## src/rtl/multicycle_control_pkg.sv

```systemverilog
// Shared encodings for the multi-cycle main control and its opcode decoder.
// Optional retired-instruction counter: MULTICYCLE_CONTROL_PERF_EN.
package multicycle_control_pkg;

  localparam logic [6:0] OPC_R   = 7'b0110011;
  localparam logic [6:0] OPC_I   = 7'b0010011;
  localparam logic [6:0] OPC_LW  = 7'b0000011;
  localparam logic [6:0] OPC_SW  = 7'b0100011;
  localparam logic [6:0] OPC_BEQ = 7'b1100011;

  localparam logic [1:0] ALUOP_R  = 2'b10;
  localparam logic [1:0] ALUOP_I  = 2'b00;
  localparam logic [1:0] ALUOP_BR = 2'b01;

  localparam logic [2:0] ST_FETCH  = 3'd0;
  localparam logic [2:0] ST_DECODE = 3'd1;
  localparam logic [2:0] ST_EXEC   = 3'd2;
  localparam logic [2:0] ST_MEM    = 3'd3;
  localparam logic [2:0] ST_WB     = 3'd4;

  typedef struct packed {
    logic       is_r;
    logic       is_i;
    logic       is_lw;
    logic       is_sw;
    logic       is_beq;
    logic       legal;
    logic [1:0] aluop;
    logic       alusrc;
  } ctrl_cls_t;

  function automatic logic [9:0] funct_of(
    input logic [31:0] ins
  );
    return {ins[31:25], ins[14:12]};
  endfunction

endpackage

```

## src/rtl/control_decode.sv

```systemverilog
// Combinational opcode classifier, shared with the single-cycle Control.
// Produces class bits plus ALUOp/ALUSrc for the five supported opcodes.
module control_decode
  import multicycle_control_pkg::*;
(
  input  logic [6:0] opcode_i,
  output ctrl_cls_t  cls_o
);

  always_comb begin
    cls_o = '0;
    unique case (opcode_i)
      OPC_R: begin
        cls_o.is_r  = 1'b1;
        cls_o.legal = 1'b1;
        cls_o.aluop = ALUOP_R;
      end
      OPC_I: begin
        cls_o.is_i   = 1'b1;
        cls_o.legal  = 1'b1;
        cls_o.aluop  = ALUOP_I;
        cls_o.alusrc = 1'b1;
      end
      OPC_LW: begin
        cls_o.is_lw  = 1'b1;
        cls_o.legal  = 1'b1;
        cls_o.aluop  = ALUOP_I;
        cls_o.alusrc = 1'b1;
      end
      OPC_SW: begin
        cls_o.is_sw  = 1'b1;
        cls_o.legal  = 1'b1;
        cls_o.aluop  = ALUOP_I;
        cls_o.alusrc = 1'b1;
      end
      OPC_BEQ: begin
        cls_o.is_beq = 1'b1;
        cls_o.legal  = 1'b1;
        cls_o.aluop  = ALUOP_BR;
      end
      default: ;
    endcase
  end

endmodule

```

## src/rtl/multicycle_control.sv

```systemverilog
// Multi-cycle main control FSM: FETCH/DECODE/EXEC/MEM/WB sequencing.
// Define MULTICYCLE_CONTROL_PERF_EN to add the retired_o counter.
module multicycle_control
  import multicycle_control_pkg::*;
#(
  parameter logic [2:0] RESET_STATE = ST_FETCH
`ifdef MULTICYCLE_CONTROL_PERF_EN
  ,
  parameter int CNT_W = 32
`endif
) (
  input  logic        clk_i,
  input  logic        rst_i,
  input  logic [31:0] instr_i,
  input  logic        instr_valid_i,
  output logic        instr_ready_o,
  input  logic        zero_i,
  output logic [1:0]  ALUOp_o,
  output logic [9:0]  funct_o,
  output logic        ALUSrc_o,
  output logic        RegWrite_o,
  output logic        MemRead_o,
  output logic        MemWrite_o,
  output logic        MemtoReg_o,
  output logic        PCWrite_o,
  output logic        PCSrc_o,
  output logic        error_o,
  output logic [2:0]  state_o
`ifdef MULTICYCLE_CONTROL_PERF_EN
  ,
  output logic [CNT_W-1:0] retired_o
`endif
);

  logic [2:0]  r_state;
  logic [2:0]  w_next;
  logic [31:0] r_instr;
  ctrl_cls_t   w_cls;
  logic        w_unused_instr;

  control_decode u_dec (
    .opcode_i (r_instr[6:0]),
    .cls_o    (w_cls)
  );

  assign w_unused_instr = ^{r_instr[24:15], r_instr[11:7]};

  always_ff @(posedge clk_i or posedge rst_i) begin
    if (rst_i) begin
      r_state <= RESET_STATE;
      r_instr <= '0;
    end else begin
      r_state <= w_next;
      if (instr_ready_o && instr_valid_i)
        r_instr <= instr_i;
    end
  end

  always_comb begin
    w_next = ST_FETCH;
    case (r_state)
      ST_FETCH:
        w_next = instr_valid_i ? ST_DECODE : ST_FETCH;
      ST_DECODE:
        w_next = w_cls.legal ? ST_EXEC : ST_FETCH;
      ST_EXEC: begin
        if (w_cls.is_r || w_cls.is_i)
          w_next = ST_WB;
        else if (w_cls.is_lw || w_cls.is_sw)
          w_next = ST_MEM;
        else
          w_next = ST_FETCH;
      end
      ST_MEM:
        w_next = w_cls.is_lw ? ST_WB : ST_FETCH;
      default:
        w_next = ST_FETCH;
    endcase
  end

  // Moore outputs: state plus the latched opcode only.
  always_comb begin
    instr_ready_o = (r_state == ST_FETCH);
    ALUOp_o       = 2'b00;
    ALUSrc_o      = 1'b0;
    RegWrite_o    = 1'b0;
    MemRead_o     = 1'b0;
    MemWrite_o    = 1'b0;
    MemtoReg_o    = 1'b0;
    PCWrite_o     = 1'b0;
    PCSrc_o       = 1'b0;
    error_o       = 1'b0;
    case (r_state)
      ST_DECODE: begin
        ALUOp_o  = w_cls.aluop;
        ALUSrc_o = w_cls.alusrc;
        error_o  = ~w_cls.legal;
      end
      ST_EXEC: begin
        ALUOp_o  = w_cls.aluop;
        ALUSrc_o = w_cls.alusrc;
        if (w_cls.is_beq) begin
          PCWrite_o = 1'b1;
          PCSrc_o   = zero_i;
        end
      end
      ST_MEM: begin
        ALUOp_o    = w_cls.aluop;
        ALUSrc_o   = w_cls.alusrc;
        MemRead_o  = w_cls.is_lw;
        MemWrite_o = w_cls.is_sw;
        PCWrite_o  = w_cls.is_sw;
      end
      ST_WB: begin
        ALUOp_o    = w_cls.aluop;
        ALUSrc_o   = w_cls.alusrc;
        RegWrite_o = 1'b1;
        MemtoReg_o = w_cls.is_lw;
        PCWrite_o  = 1'b1;
      end
      default: ;
    endcase
  end

  assign funct_o = funct_of(r_instr);
  assign state_o = r_state;

`ifdef MULTICYCLE_CONTROL_PERF_EN
  logic [CNT_W-1:0] r_retired;

  // Every final-state exit of a legal instruction updates the PC.
  always_ff @(posedge clk_i or posedge rst_i) begin
    if (rst_i)
      r_retired <= '0;
    else if (PCWrite_o)
      r_retired <= r_retired + CNT_W'(1);
  end

  assign retired_o = r_retired;
`endif

endmodule

```

## config.mk

```make
export PLATFORM = sky130hd
export DESIGN_NAME = multicycle_control
export DESIGN_NICKNAME = d
export VERILOG_FILES = /design/src/rtl/multicycle_control_pkg.sv /design/src/rtl/control_decode.sv /design/src/rtl/multicycle_control.sv
export SDC_FILE = /design/constraint.sdc
export NUM_CORES = 1
export LEC_CHECK = 0
export CAP_MARGIN = 20
export CORE_ASPECT_RATIO = 0.5
export CORE_UTILIZATION = 39
export CTS_BUF_LIST = sky130_fd_sc_hd__clkbuf_16
export CTS_CLUSTER_DIAMETER = 30
export DETAILED_ROUTE_END_ITERATION = 10
export PLACE_DENSITY_LB_ADDON = 0.15
export SYNTH_ARGS = -nofsm -noshare
export SYNTH_HDL_FRONTEND = slang
export SYNTH_HIERARCHICAL = 1
export SYNTH_SLANG_ARGS = --single-unit
```

## constraint.sdc

```tcl
create_clock -name clk_i -period 1.6 [get_ports clk_i]
set_input_delay 0.16 -clock clk_i [delete_from_list [all_inputs] [get_ports clk_i]]
set_output_delay 0.16 -clock clk_i [all_outputs]
set_load 0.01 [all_outputs]
```

# Word level (Yosys, flattened, before mapping)
# Index checks and enable logic that the tools add are counted.
# totals
reg_bits	35
inputBits	36
out_inout_bits	24
elab_cells	42
# op_classes
n_eq_ne	9
muxes	24
n_bitwise	1
n_reduce_logical	6
# ops
cell	n
two-way mux 1 bit	16
equality test 7 x 6 -> 1 bit (second input constant)	2
case mux 3 bit (4 select lines)	1
case mux 3 bit (3 select lines)	1
equality test 7 x 2 -> 1 bit (second input constant)	1
equality test 7 x 5 -> 1 bit (second input constant)	1
equality test 7 bit (second input constant)	1
equality test 3 x 2 -> 1 bit (second input constant)	2
two-way mux 2 bit	3
two-way mux 3 bit	2
OR reduction 4 bit	1
equality test 3 x 1 -> 1 bit (second input constant)	1
equality test 3 bit (second input constant)	1
zero test 3 bit	1
case mux 1 bit (3 select lines)	1
OR reduction 3 bit	1
logical OR 1 bit	2
logical AND 1 bit	1
inverter 1 bit	1

# Longest topological paths before layout
# Gate-level depths: netlist of run 1.
# logic_depth
ltp_word	6
ltp_mapped	6
depth_no_buf	5

# By module
# Netlist of run 1, hierarchy kept.
# by_module_without_submodules
module	seq_area_each_um2	instances	cells_per_inst	area_each_um2
multicycle_control	500.5	1	79	1018.5
control_decode	0.0	1	15	120.1

# Worst setup path after synthesis of run 1
# Ideal clock, no wire load.
# synth_path
path_kind	reg2reg
from	reg r_state[1], in the netlist state_o[1]
to	reg r_instr[12]
arrival_time_ns	1.492
t_required_ns	1.475
setup_time_ns	0.125
path_stages_with_launch	6
synth_period_minus_slack_ns	1.617
path_buffers	2
setup_slack_ns	-0.017
path_cell_list	dfrtp_1 nor3_2 and2_4 buf_6 buf_12 mux2_4
# synth_via
elab_chain_len	2
# synth_lines
element	line	rtl
start, declared	multicycle_control.sv:35	logic [2:0] r_state;
start signal, assigned	multicycle_control.sv:53	r_state <= w_next;
zero test 3 bit	multicycle_control.sv:83	instr_ready_o = (r_state == ST_FETCH);
via instr_ready_o	multicycle_control.sv:16	output logic instr_ready_o,
logical AND 1 bit	multicycle_control.sv:54	if (instr_ready_o && instr_valid_i)
end signal, assigned	multicycle_control.sv:55	r_instr <= instr_i;
end, declared	multicycle_control.sv:37	logic [31:0] r_instr;
# The timed path passes the listed nets, and every way through them passes these cells.
# A chain may end at the register's enable or synchronous reset.

==> results of run 1 <==
-- critical path, cell delays in order (launching register included) --
cell and delay (ps):
dfrtp_1 370, nand4bb_4 280, buf_6 160, nor3_4 120
buf_4 140, mux2i_1 70, o21bai_1 130, buf_2 140
-- sequential cells by signal (all words and copies together), names as in the netlist --
| signal | count |
|---|---|
| state_o | 3 |
| r_instr | 17 |
-- cells by family (layout without fill, tap and decap cells) --
logic type / Yosys count / in the layout / synth area share
flops: 20 / 20 / 0.4396
buf+inv: 17 / 77 / 0.1176
simple gates: 32 / 32 / 0.1912
xor+xnor: 1 / 1 / 0.007694
mux: 18 / 18 / 0.2099
compound gates: 6 / 6 / 0.03407
-- layer usage --
| layer | vias to the layer above | global-route usage | part of all wire |
|---|---|---|---|
| li1 | 436 | - | - |
| met1 | 408 | 0.2017 | 0.45 |
| met2 | 32 | 0.2939 | 0.48 |
| met3 | 3 | 0.06591 | 0.063 |
| met4 | 0 | 0.05556 | 0.0065 |
| met5 | - | 0 | 0 |
-- power groups by stage --
stage	sequential, mW	clock [mW]	combinational, mW
after floorplan	0.633	0	0.302
after global placement	0.640	0	0.448
after detailed placement	0.639	0	0.453
after CTS	0.651	0.512	0.524
after global routing	0.661	0.546	0.559
final	0.651	0.496	0.529
-- through the flow --
step,TNS [ps],utilization,hold WS [ps]
after floorplan,0,-,123.8
after global placement,-2594,0.6028,480.4
after detailed placement,-2920,0.6028,488.7
after CTS,-1103,0.6783,243.7
after global routing,-2527,0.6988,272.0
final,-1534,0.6988,227.6
-- repair_timing --
item                                   CTS  global route
endpoints found under the hold margin    0             0
setup endpoints to repair               20            29
gates resized for setup                 55             5
gates cloned                             0             0
buffers inserted                         8             6
pin swaps                               10             6
-- final timing paths --
path | start | endpoint | slack [ps]
worst max-delay path | r_instr[2] | PCWrite_o | -230
worst min-delay path | rst_i | r_instr[29] | 230
worst max register to register | r_instr[2] | state_o[2] | -180
worst min register to register | r_instr[25] | r_instr[25] | 510
max in group asynchronous | rst_i | state_o[2] | 1150
min in group clk_i | r_instr[25] | r_instr[25] | 510
-- Yosys cell counts (2+ instances only) --
library cell  number  area [um2]
o21ai_0            2       10.01
mux2_2             7       78.83
nand2b_1           4       25.02
dfrtp_1           20       500.5
and3_1             3       18.77
mux2_4            10       150.1
nor2_1             2       7.510
inv_1              2       7.510
and2_1             5       31.28
buf_6              2       22.52
buf_4             10       75.07
nor3_1             7       35.03
nand2_1            4       15.01
-- final cells by class --
| type | count | area [um2] | share of cell area |
|---|---|---|---|
| flip-flops and latches | 20 | 501.7 | 0.2675 |
| inverters | 2 | 7.507 | 0.004003 |
| clock buffers | 3 | 75.07 | 0.04003 |
| well taps | 37 | 46.29 | 0.02468 |
| multi-input cells | 57 | 591.8 | 0.3155 |
| repair buffers | 72 | 653.1 | 0.3482 |
==> results.json, run 1 <==
{
  "hold_viol": 0,
  "seq_power_share": 0.388,
  "clk_latency_ps": 250,
  "slew_viol_final": 0,
  "critPathMaxFanout": 4,
  "grt_max_degree": 21,
  "dp_cells": 175,
  "synth_nets": 130,
  "syn_avg_cell_area_um2": 12.11,
  "required_ps": 1440,
  "status": "complete, but fails checks",
  "synth_edf_count": 0,
  "overflow": 0,
  "power.total_mw": 1.675,
  "rsz0062_at_grt": "true",
  "wl_per_cell_um": 12.83,
  "first_pass_iters": 4,
  "layout_commonest_cell": "clkdlybuf4s50_1",
  "via_per_inst": 4.602,
  "final_cell_mix": "33 x clkdlybuf4s50_1, 21 x buf_4, 19 x dfrtp_1",
  "h-tree-depth": 1,
  "stdcell_count": 191,
  "clk_pin_slew_ps": 50,
  "violations": "setup timing",
  "p_leak_nw": 0.8455,
  "hold_class": "input pin to async pin",
  "path_class": "flop to primary output",
  "cts.sinks": 20,
  "die_w_um": 78.41,
  "fin_skew_ps": 2.274,
  "place.gp.congestion": 0.7333,
  "drv_cap": 0,
  "yosysWarnings": 6,
  "io_buffer_count": 44,
  "netlist_area_mm2": 0.001139,
  "syn-instance-count": 94,
  "cp_data_arrival_time_ps": 1670,
  "power_frac_comb": 0.316,
  "worstRegToRegCells": 8,
  "yosysSeqAreaShare": 0.4396,
  "ys_async_sr_fraction": 1.000,
  "die_area_mm2": 0.003152,
  "wl_um": 2450,
  "via_count": 879,
  "grt_pass1_vias": 787,
  "drc_errors": 0,
  "grt_usage": 0.1692,
  "core-area_mm2": 0.002684,
  "cts_buffers": 3,
  "synth_ff_type": "dfrtp_1",
  "clockPowerShare": 0.296,
  "worst_slew_pin_slew_ps": 335.5,
  "fin_nets": 192,
  "setup_ws_ps": -226.6,
  "startpoint_type": "flop",
  "syn_to_final_growth_pct": 64.73,
  "final_area_mm2": 0.001876,
  "cts-root-buf": "clkbuf_16",
  "antenna_left": 0,
  "cts_tree": "built",
  "placedInstanceArea_mm2": 0.001618,
  "core.rowCount": 13,
  "pin_count": 60,
  "setup-violations-final": 10,
  "holdBufCountCts": 0,
  "switching_share": 0.2508,
  "drt_iter0_markers": 4,
  "dp_slack_ps": -412.3,
  "dp_hpwl_um": 1590,
  "grt_pass1_wl_um": 3739,
  "p_int_mw": 1.255,
  "fmax_mhz": 547.5,
  "nFillCells": 205,
  "fin_crit_sh": 1.142,
  "clockBufferDepth": 2,
  "cp-end-kind": "primary output",
  "p_switching_mw": 0.4201,
  "peakVddDrop_mv": 0.6457,
  "antenna_found_initial": 0,
  "power.density_mw_per_mm2": 893.3,
  "n_antenna_cell": 0,
  "ys_types": 29,
  "min_period_ps": 1827,
  "max_slew_margin": 0.7763,
  "start_util": 0.4242,
  "die_h_um": 40.21,
  "ys_ff_latch": 20,
  "drive_gt1_frac": 0.4740
}
No activity file was read; power rests on OpenSTA's default activity.
==> run 2, diff against run 1 <==
REMOVE_ABC_BUFFERS = 1   (was unset)
==> results.json, run 2 (synthesis results as in run 1) <==
{
  "p_switching_mw": 0.4291,
  "syn_to_final_growth_pct": 58.79,
  "setup_ws_ps": -124.2,
  "hold_class": "input pin to async pin",
  "seq_power_share": 0.393,
  "r2r_slack_ps": -80,
  "final_area_mm2": 0.001808,
  "core-area_mm2": 0.002684,
  "stdcell_count": 184,
  "required_ps": 1440,
  "setup-violations-final": 9,
  "path_class": "flop to primary output",
  "holdBufCountCts": 0,
  "r2r-end": "state_o[2]",
  "grt_max_degree": 21,
  "worst_slew_pin_slew_ps": 287.8,
  "die_h_um": 40.21,
  "power.density_mw_per_mm2": 919.8,
  "worstRegToRegCells": 8,
  "grt_pass1_wl_um": 3788,
  "cts_buffers": 3,
  "drv_cap": 0,
  "cts_tree": "built",
  "grt_usage": 0.1657,
  "clockBufferDepth": 2,
  "slew_viol_final": 0,
  "min_period_ps": 1724,
  "dp_hpwl_um": 1647,
  "die_area_mm2": 0.003152,
  "cp_data_arrival_time_ps": 1560,
  "final_cell_mix": "33 x clkdlybuf4s50_1, 19 x dfrtp_1, 17 x buf_4",
  "wl_per_cell_um": 13.28,
  "die_w_um": 78.41,
  "overflow": 0,
  "rsz0062_at_grt": "true",
  "clockPowerShare": 0.304,
  "clk_latency_ps": 250,
  "fin_skew_ps": 1.964,
  "cp-end-kind": "primary output",
  "via_per_inst": 4.641,
  "power_frac_comb": 0.304,
  "hold_viol": 0,
  "antenna_left": 0,
  "status": "complete, but fails checks",
  "violations": "setup timing",
  "grt_pass1_vias": 786,
  "largest_reg_flops": 17,
  "pin_count": 60,
  "start_util": 0.4242,
  "peakVddDrop_mv": 0.8333,
  "max_slew_margin": 0.8081,
  "place.gp.congestion": 0.7848,
  "final_util": 0.6737,
  "layout_commonest_cell": "clkdlybuf4s50_1",
  "drc_errors": 0,
  "switching_share": 0.2581,
  "startpoint_type": "flop",
  "drive_gt1_frac": 0.4694,
  "first_pass_iters": 4,
  "n_antenna_cell": 0,
  "clk_pin_slew_ps": 50,
  "fin_crit_sh": 1.078,
  "dp_cells": 175,
  "drt_iter0_markers": 9,
  "antenna_found_initial": 0,
  "fmax_mhz": 580.0,
  "via_count": 854,
  "core.rowCount": 13,
  "wl_um": 2444,
  "timing.rr.start": "r_instr[2]",
  "cts.sinks": 20,
  "p_leak_nw": 0.8133,
  "top_register": "r_instr",
  "fin_nets": 184,
  "dp_slack_ps": -370.7,
  "holdWs_ps": 229.3,
  "cts-root-buf": "clkbuf_16",
  "h-tree-depth": 1,
  "p_int_mw": 1.234,
  "placedInstanceArea_mm2": 0.001612,
  "io_buffer_count": 44,
  "critPathMaxFanout": 4
}
run 2: worst max-delay path, stage by stage, from the launching register on:
cell and delay, ps:
dfrtp_1 370, nand4bb_4 260, buf_12 170, buf_6 120
nor3b_2 140, and2_1 130, buf_2 120
run 2: how the worst max path moves through the flow:
| stage | cells past startpoint | slack [ps] | to | startpoint |
|---|---|---|---|---|
| after floorplan | 3 | -30 | r_instr[0] | state_o[0] |
| after global routing | 6 | -230 | PCWrite_o | r_instr[2] |
| after global placement | 5 | -340 | PCWrite_o | r_instr[2] |
| after CTS | 6 | -130 | ALUOp_o[0] | r_instr[3] |
| final | 6 | -120 | ALUSrc_o | r_instr[2] |
| after detailed placement | 5 | -370 | PCWrite_o | r_instr[2] |
run 2: through the flow:
step                      power, mW  TNS, ps
final                         1.663   -686.3
after detailed placement      1.091    -2550
after global placement        1.082    -2296
after floorplan              0.8476   -223.2
after CTS                     1.674    -1048
after global routing          1.741    -1647
run 2: layer usage:
| layer | GRT usage | wire (um) |
|---|---|---|
| met4 | 0.06019 | 19 |
| met1 | 0.2144 | 1126 |
| met2 | 0.2741 | 1137 |
| met5 | 0 | 0 |
| met3 | 0.04773 | 161 |
run 2: timing repair:
| item | CTS | global route |
|---|---|---|
| buffers inserted | 5 | 0 |
| setup endpoints to repair | 13 | 12 |
| pin swaps | 11 | 8 |
| resized for setup | 57 | 7 |
run 2: cell type report:
class | count | area [um2]
clock buffer | 3 | 75.07
clock inverter | 1 | 3.754
fill | 200 | 875.8
inverter | 2 | 7.507
multi-input combinational | 57 | 610.6
sequential | 20 | 501.7
tap | 37 | 46.29
timing repair buffer | 64 | 563.0
run 2: power groups by stage:
stage	Sequential, mW	Clock, mW	Combinational (mW)
floorplan	0.671	0	0.177
global placement	0.641	0	0.441
detailed placement	0.642	0	0.448
CTS	0.654	0.525	0.496
global route	0.664	0.540	0.537
finish	0.653	0.505	0.505
==> run 3, diff against run 2 <==
ABC_AREA = 0   (was unset)
==> results of run 3 <==
The final DEF is identical to that of run 2; final timing and power are the same.
